File: src/rtl/rsa_modexp_engine.sv
`default_nettype none
// ============================================================================
//  Module   : rsa_modexp_engine
//  Purpose  : Computes result = base^exp mod n with a start/busy/done
//             handshake. Right-to-left square-and-multiply built on a
//             bit-serial interleaved modular multiplier (one multiplier bit
//             per cycle, WIDTH cycles per modular multiply). Reports the
//             number of busy cycles of each operation for timing analysis.
//  Build option:
//    RSA_CONST_TIME_EN - when defined, every operation runs all EXP_W loop
//                        iterations and always performs the multiply step,
//                        so latency does not depend on exp or base.
//  Ports:
//    clk, rst_n     clock (rising edge), asynchronous active-low reset
//    start          request, accepted when busy is low
//    base, exp, n   operands, captured on accept
//    busy           operation in progress
//    done           one-cycle completion pulse
//    result         base^exp mod n, held until the next done
//    err            pulses with done when n == 0
//    cycles         busy-cycle count of the last operation (saturating)
//  Revision : 1.0 - initial release
// ============================================================================
module rsa_modexp_engine #(
  parameter int WIDTH = 16,
  parameter int EXP_W = 16,
  parameter int CNT_W = 24
) (
  input  logic             clk,
  input  logic             rst_n,
  input  logic             start,
  input  logic [WIDTH-1:0] base,
  input  logic [EXP_W-1:0] exp,
  input  logic [WIDTH-1:0] n,
  output logic             busy,
  output logic             done,
  output logic [WIDTH-1:0] result,
  output logic             err,
  output logic [CNT_W-1:0] cycles
);

  localparam int BCW = (WIDTH > 1) ? $clog2(WIDTH) : 1;

  // NEXT and FIN are decided combinationally on the last cycle of a
  // modular multiply, so the state register never rests in them.
  typedef enum logic [2:0] {IDLE, REDUCE, MUL, SQR, NEXT, FIN} state_t;

  state_t           state;
  logic [WIDTH-1:0] n_q;
  logic [EXP_W-1:0] exp_q;
  logic [WIDTH-1:0] a_q;       // multiplicand of the running modmul
  logic [WIDTH-1:0] mul_q;     // multiplier, consumed MSB first
  logic [WIDTH+1:0] acc_q;     // holds values up to 3n-1 before correction
  logic [BCW-1:0]   bit_cnt;
  logic [WIDTH-1:0] r_q;
  logic [WIDTH-1:0] b_q;
  logic [CNT_W-1:0] cyc_q;

`ifdef RSA_CONST_TIME_EN
  localparam int IW = $clog2(EXP_W + 1);
  logic [IW-1:0]    iter_q;
  logic [WIDTH-1:0] dummy_q;   // sink for the multiply of a 0 exponent bit
`endif

  // ---------------- bit-serial modular multiply datapath ----------------
  logic [WIDTH+1:0] n_ext, t0, t1, t2;
  logic [WIDTH-1:0] prod;
  logic             last_bit;
  logic [CNT_W-1:0] cyc_inc;

  always_comb begin
    n_ext    = {2'b00, n_q};
    t0       = (acc_q << 1) + (mul_q[WIDTH-1] ? {2'b00, a_q} : '0);
    t1       = (t0 >= n_ext) ? (t0 - n_ext) : t0;
    t2       = (t1 >= n_ext) ? (t1 - n_ext) : t1;
    prod     = t2[WIDTH-1:0];
    last_bit = (bit_cnt == BCW'(WIDTH - 1));
    cyc_inc  = (&cyc_q) ? cyc_q : cyc_q + 1'b1;
  end

  // ---------------- loop sequencing (NEXT / FIN decisions) ----------------
  logic [EXP_W-1:0] exp_sh;
  logic [WIDTH-1:0] b_next, r_next;
  state_t           next_op;
  logic             finish;

  always_comb begin
    exp_sh  = exp_q >> 1;
    b_next  = (state == REDUCE || state == SQR) ? prod : b_q;
    r_next  = r_q;
    next_op = IDLE;
    finish  = 1'b0;
`ifdef RSA_CONST_TIME_EN
    if (state == MUL && exp_q[0]) r_next = prod;
    case (state)
      REDUCE:  next_op = MUL;
      MUL:     next_op = SQR;
      SQR: begin
        if (iter_q == IW'(EXP_W - 1)) finish = 1'b1;
        else                          next_op = MUL;
      end
      default: next_op = IDLE;
    endcase
`else
    if (state == MUL) r_next = prod;
    case (state)
      REDUCE: begin
        if (exp_q == '0) finish = 1'b1;
        else             next_op = exp_q[0] ? MUL : SQR;
      end
      MUL:     next_op = SQR;
      SQR: begin
        if (exp_sh == '0) finish = 1'b1;
        else              next_op = exp_sh[0] ? MUL : SQR;
      end
      default: next_op = IDLE;
    endcase
`endif
  end

  // ---------------- control FSM with registered outputs ----------------
  always_ff @(posedge clk or negedge rst_n) begin
    if (!rst_n) begin
      state   <= IDLE;
      n_q     <= '0;
      exp_q   <= '0;
      a_q     <= '0;
      mul_q   <= '0;
      acc_q   <= '0;
      bit_cnt <= '0;
      r_q     <= '0;
      b_q     <= '0;
      cyc_q   <= '0;
      busy    <= 1'b0;
      done    <= 1'b0;
      result  <= '0;
      err     <= 1'b0;
      cycles  <= '0;
`ifdef RSA_CONST_TIME_EN
      iter_q  <= '0;
      dummy_q <= '0;
`endif
    end else begin
      done <= 1'b0;
      err  <= 1'b0;
      case (state)
        IDLE: begin
          if (start && !busy) begin
            if (n == '0) begin
              // Degenerate modulus: report immediately, never go busy.
              done   <= 1'b1;
              err    <= 1'b1;
              result <= '0;
              cycles <= '0;
            end else begin
              n_q     <= n;
              exp_q   <= exp;
              a_q     <= WIDTH'(1);  // 1 * base, reduced bit by bit
              mul_q   <= base;
              acc_q   <= '0;
              bit_cnt <= '0;
              r_q     <= (n == WIDTH'(1)) ? '0 : WIDTH'(1);
              cyc_q   <= '0;
              busy    <= 1'b1;
              state   <= REDUCE;
`ifdef RSA_CONST_TIME_EN
              iter_q  <= '0;
`endif
            end
          end
        end
        REDUCE, MUL, SQR: begin
          cyc_q <= cyc_inc;
          if (!last_bit) begin
            acc_q   <= t2;
            mul_q   <= mul_q << 1;
            bit_cnt <= bit_cnt + 1'b1;
          end else begin
            acc_q   <= '0;
            bit_cnt <= '0;
            b_q     <= b_next;
            r_q     <= r_next;
`ifdef RSA_CONST_TIME_EN
            if (state == MUL && !exp_q[0]) dummy_q <= prod;
            if (state == SQR) iter_q <= iter_q + 1'b1;
`endif
            if (state == SQR) exp_q <= exp_sh;
            if (finish) begin
              // Last op is REDUCE or SQR, neither of which touches r.
              state  <= IDLE;
              busy   <= 1'b0;
              done   <= 1'b1;
              result <= r_q;
              cycles <= cyc_inc;
            end else begin
              state <= next_op;
              a_q   <= (next_op == MUL) ? r_next : b_next;
              mul_q <= b_next;
            end
          end
        end
        default: begin
          state <= IDLE;
          busy  <= 1'b0;
        end
      endcase
    end
  end

endmodule
`default_nettype wire
File: config.mk
export PLATFORM = sky130hd
export DESIGN_NAME = rsa_modexp_engine
export DESIGN_NICKNAME = d
export VERILOG_FILES = /design/src/rtl/rsa_modexp_engine.sv
export SDC_FILE = /design/constraint.sdc
export NUM_CORES = 1
export LEC_CHECK = 0
export CORE_MARGIN = 2
export CORE_UTILIZATION = 38
export DETAILED_ROUTE_END_ITERATION = 6
export GPL_TIMING_DRIVEN = 0
export PLACE_DENSITY = 0.63
export SLEW_MARGIN = 0
export SYNTH_ARGS = -nofsm -noshare
export SYNTH_HDL_FRONTEND = slang
export SYNTH_SLANG_ARGS = --single-unit
File: constraint.sdc
create_clock -name clk -period 14 [get_ports clk]
set_input_delay 2.8 -clock clk [delete_from_list [all_inputs] [get_ports clk]]
set_output_delay 2.8 -clock clk [all_outputs]
set_load 0.05 [all_outputs]
==> run summary <==
The run finished with clean final reports. The kind of critical path is reg2reg. The number of post-CTS setup repair buffers came out at 0.

The count of buffer and inverter cells on the critical path came out at 6. In this run the deepest clock path goes through 2 buffers. STA classifies the critical path startpoint as a register.

The die extent in y came out at 175 microns. The number of buffer cells added on primary ports came out at 93. The library cell used most frequently in the layout, excluding fill and tap cells, is dfrtp_1. The remaining global-route overflow came out at 0. CTS built an H-tree with a depth of 4. The most critical setup path has its startpoint at mul_q[15]. The final antenna diode count is 0. The clock slew seen by the registers of the worst setup and hold paths is 0.08 ns. Setup repair after global routing left no endpoint under its margin. For this run, the leading register cell type out of synthesis is dfrtp_1.

In this run the cell area of the synthesized design comes to 0.0111 sq mm. TritonCTS built the clock tree. The post-synthesis cell count came out at 1219. After layout, the worst path uses 63.3% of the clock period.

The post-detailed-route wirelength per cell came out at 17.7 microns. The synthesized netlist contains 68 unique library cells. By instance count, the cell type seen most on the critical path is o21ai_0.

In this design, the stage delay of the slowest critical-path cell is 0.71 ns. The total nets after synthesis is 1326. The sequential share of the synthesized area came out at 42.0%. The final weighted congestion of routability-driven global placement is 0.885. The flip-flop and latch count after synthesis came out at 186. In this run, synthesis inferred 0 flip-flops with an integrated enable. The global-route wire length before repair came out at 50.8 mm. The final layout net count came out at 1439. The number of buffers added by the clock tree synthesis step came out at 17. The floorplan step defined a core boundary enclosing 0.0287 sq mm.

The area growth from synthesis to layout is 18.8%. The HPWL reported at the end of detailed placement came out at 23.2 mm. The detailed router placed 9600 vias in this run. The final number of max-transition violations came out at 0. The overall fraction of global-route tracks in use came out at 20.7%. The slowest stage of the critical path is the o311ai_0 cell. The tree is rooted in a clkbuf_16.

The die covers 0.0306 sq mm. The via count of the first global-routing pass came out at 9572. The cell row count came out at 62. The worst pin sits at a relative slew slack of 15.8%. The final hold violation count was 0. The insertion delay of the later-clocked pin in the worst-skew pair came out at 0.45 ns. The residual antenna-violating net count after detailed routing is 0. The number of DRC violations after detailed routing is 0. The maximum fanout encountered on the critical timing path came out at 10. The share of synthesized flip-flops with an asynchronous set or reset came out at 100%. The final total negative setup slack is 0 ns.

The hold-fix buffer count after cts came out at 0. The final clock skew came out at 0.0171 ns. The starting density of the core is 38.6%.

The number of detailed-routing iterations run before antenna repair came out at 7. The top cell types in the final layout, fill and taps aside, are 186 x dfrtp_1, 161 x nand2_1, 130 x o21ai_0. The number of antenna violations at the first check in global routing came out at 0. The tool flagged a number of max-cap violations equal to 0. Of the cells placed in the final design, the portion with a size suffix greater than 1 is 6.25%.

The tightest min-delay check is of the reg2reg type. Based on the critical path, the design can be clocked at up to 113 MHz. Data arrives at the worst endpoint at 9.15 ns.

In this run, post-CTS repair resized a total of 0 instances. Entering global routing, the biggest net connects 119 pins. The x dimension of the die is 175 microns. The worst hold path begins at cycles[9]. After the first detailed-routing iteration, the DRC count stood at 821. The total length of routed wires came out at 30.6 mm. The vias per cell is 5.55. The startpoint identified for the worst register-to-register timing path is mul_q[15].

The number of endpoints failing setup at the final stage is 0. The number of clock sinks seen by CTS came out at 186. The slew of the pin with the lowest slew margin is 1.26 ns. The worst hold slack across all endpoints came out at 0.474 ns. The worst setup path is captured at a register. The count of boundary I/O pins is 94. The number of warnings issued by yosys came out at 0. Subtracting the final worst setup slack from the clock period gives 8.86 ns. The synthesized area divided by synthesized cell count is 9.10 sq um.

The data required time of the critical path is 14.29 ns. The top cell family by delay on the critical path is compound AO/OA/AOI/OAI gates.
==> path summary, 6_finish.rpt <==
check                             to  slack, ns  cells past startpoint
max                          b_q[11]       5.14                     31
min                        cycles[9]       0.47                      2
max reg2reg                  b_q[11]       5.14                     31
min reg2reg                cycles[9]       0.47                      2
max in group asynchronous  acc_q[15]      10.67                      2
min in group asynchronous  cyc_q[13]       2.30                      1
==> cells in the mapped netlist (all sizes together) (6+ instances only) <==
cell type  instances  area (sq um)
nor2              85           319
nor3              10          50.1
and2              21           131
inv               36           135
nand2b            26           163
a21o              21           158
o21ai            134           674
a211o              7          61.3
clkbuf            56           210
nand4             15          93.8
a22oi             19           143
a21oi             67           339
xor2              20           175
dfrtp            186          4650
nand2            161           604
buf                6          41.3
o211ai             7          52.6
mux2i             33           334
or2                8          50.1
xnor2             37           324
a31oi              7          43.8
and3              10          67.6
nor4               9          56.3
mux2              29           334
a221oi            13           114
o221ai            17           149
o21a              11          82.6
a211oi             6          62.6
ha                53           663
o31ai             26           195
nand3             32           160
==> per-stage QoR <==
step,cells,instance area (sq um),worst slack [ns],utilization (%)
global placement,1696,12500,2.10,43.6
detailed placement,1697,12500,5.15,43.7
CTS,1729,13200,5.08,45.9
global route,1729,13200,4.43,45.9
finish,1729,13200,5.14,45.9
floorplan,1219,11100,7.25,-
==> flip-flops by register name, summed over array words and instances (netlist names), 2 cells and up <==
register  flops
cyc_q        24
state         2
a_q          16
acc_q        17
cycles       24
mul_q        16
result       16
b_q          16
exp_q        16
r_q          16
n_q          16
bit_cnt       4
==> tightest hold or removal path, delay by kind of cell (launching register included) <==
kind / cells / cell delay [ns]
simple gates: 1 / 0.05
compound gates: 1 / 0.05
flops: 1 / 0.34
==> layout make-up <==
type                            instances  area, sq um
Sequential cell                       186         4650
Timing Repair Buffer                   94          963
Inverter                               36          135
Fill cell                            2776        15500
Tap cell                              384          480
Clock inverter                         15          216
Buffer                                 62          251
Clock buffer                           17          425
Multi-Input combinational cell        935         6050
==> cells by family after synthesis <==
family / Yosys count / synth area share [%]
AND/OR/NAND/NOR: 391 / 16.2
AO/OA/AOI/OAI: 369 / 21.3
flip-flops: 186 / 42.0
buffers and inverters: 98 / 3.49
multiplexers: 62 / 6.02
XOR/XNOR: 57 / 4.50
adder cells (fa/ha/maj): 56 / 6.52
==> metal layers <==
layer  track usage, %  vias to the layer above  share of wire [%]
li1                 -                     4629                  -
met1             27.7                     4680                 46
met2             34.8                      244                 48
met3             2.94                       47                3.7
met4             6.63                        0                2.3
met5                0                        -                  0
Power is left out: the tool's default activity adds up to more than one toggle a clock period on the data nets, which glitch-free logic cannot reach.
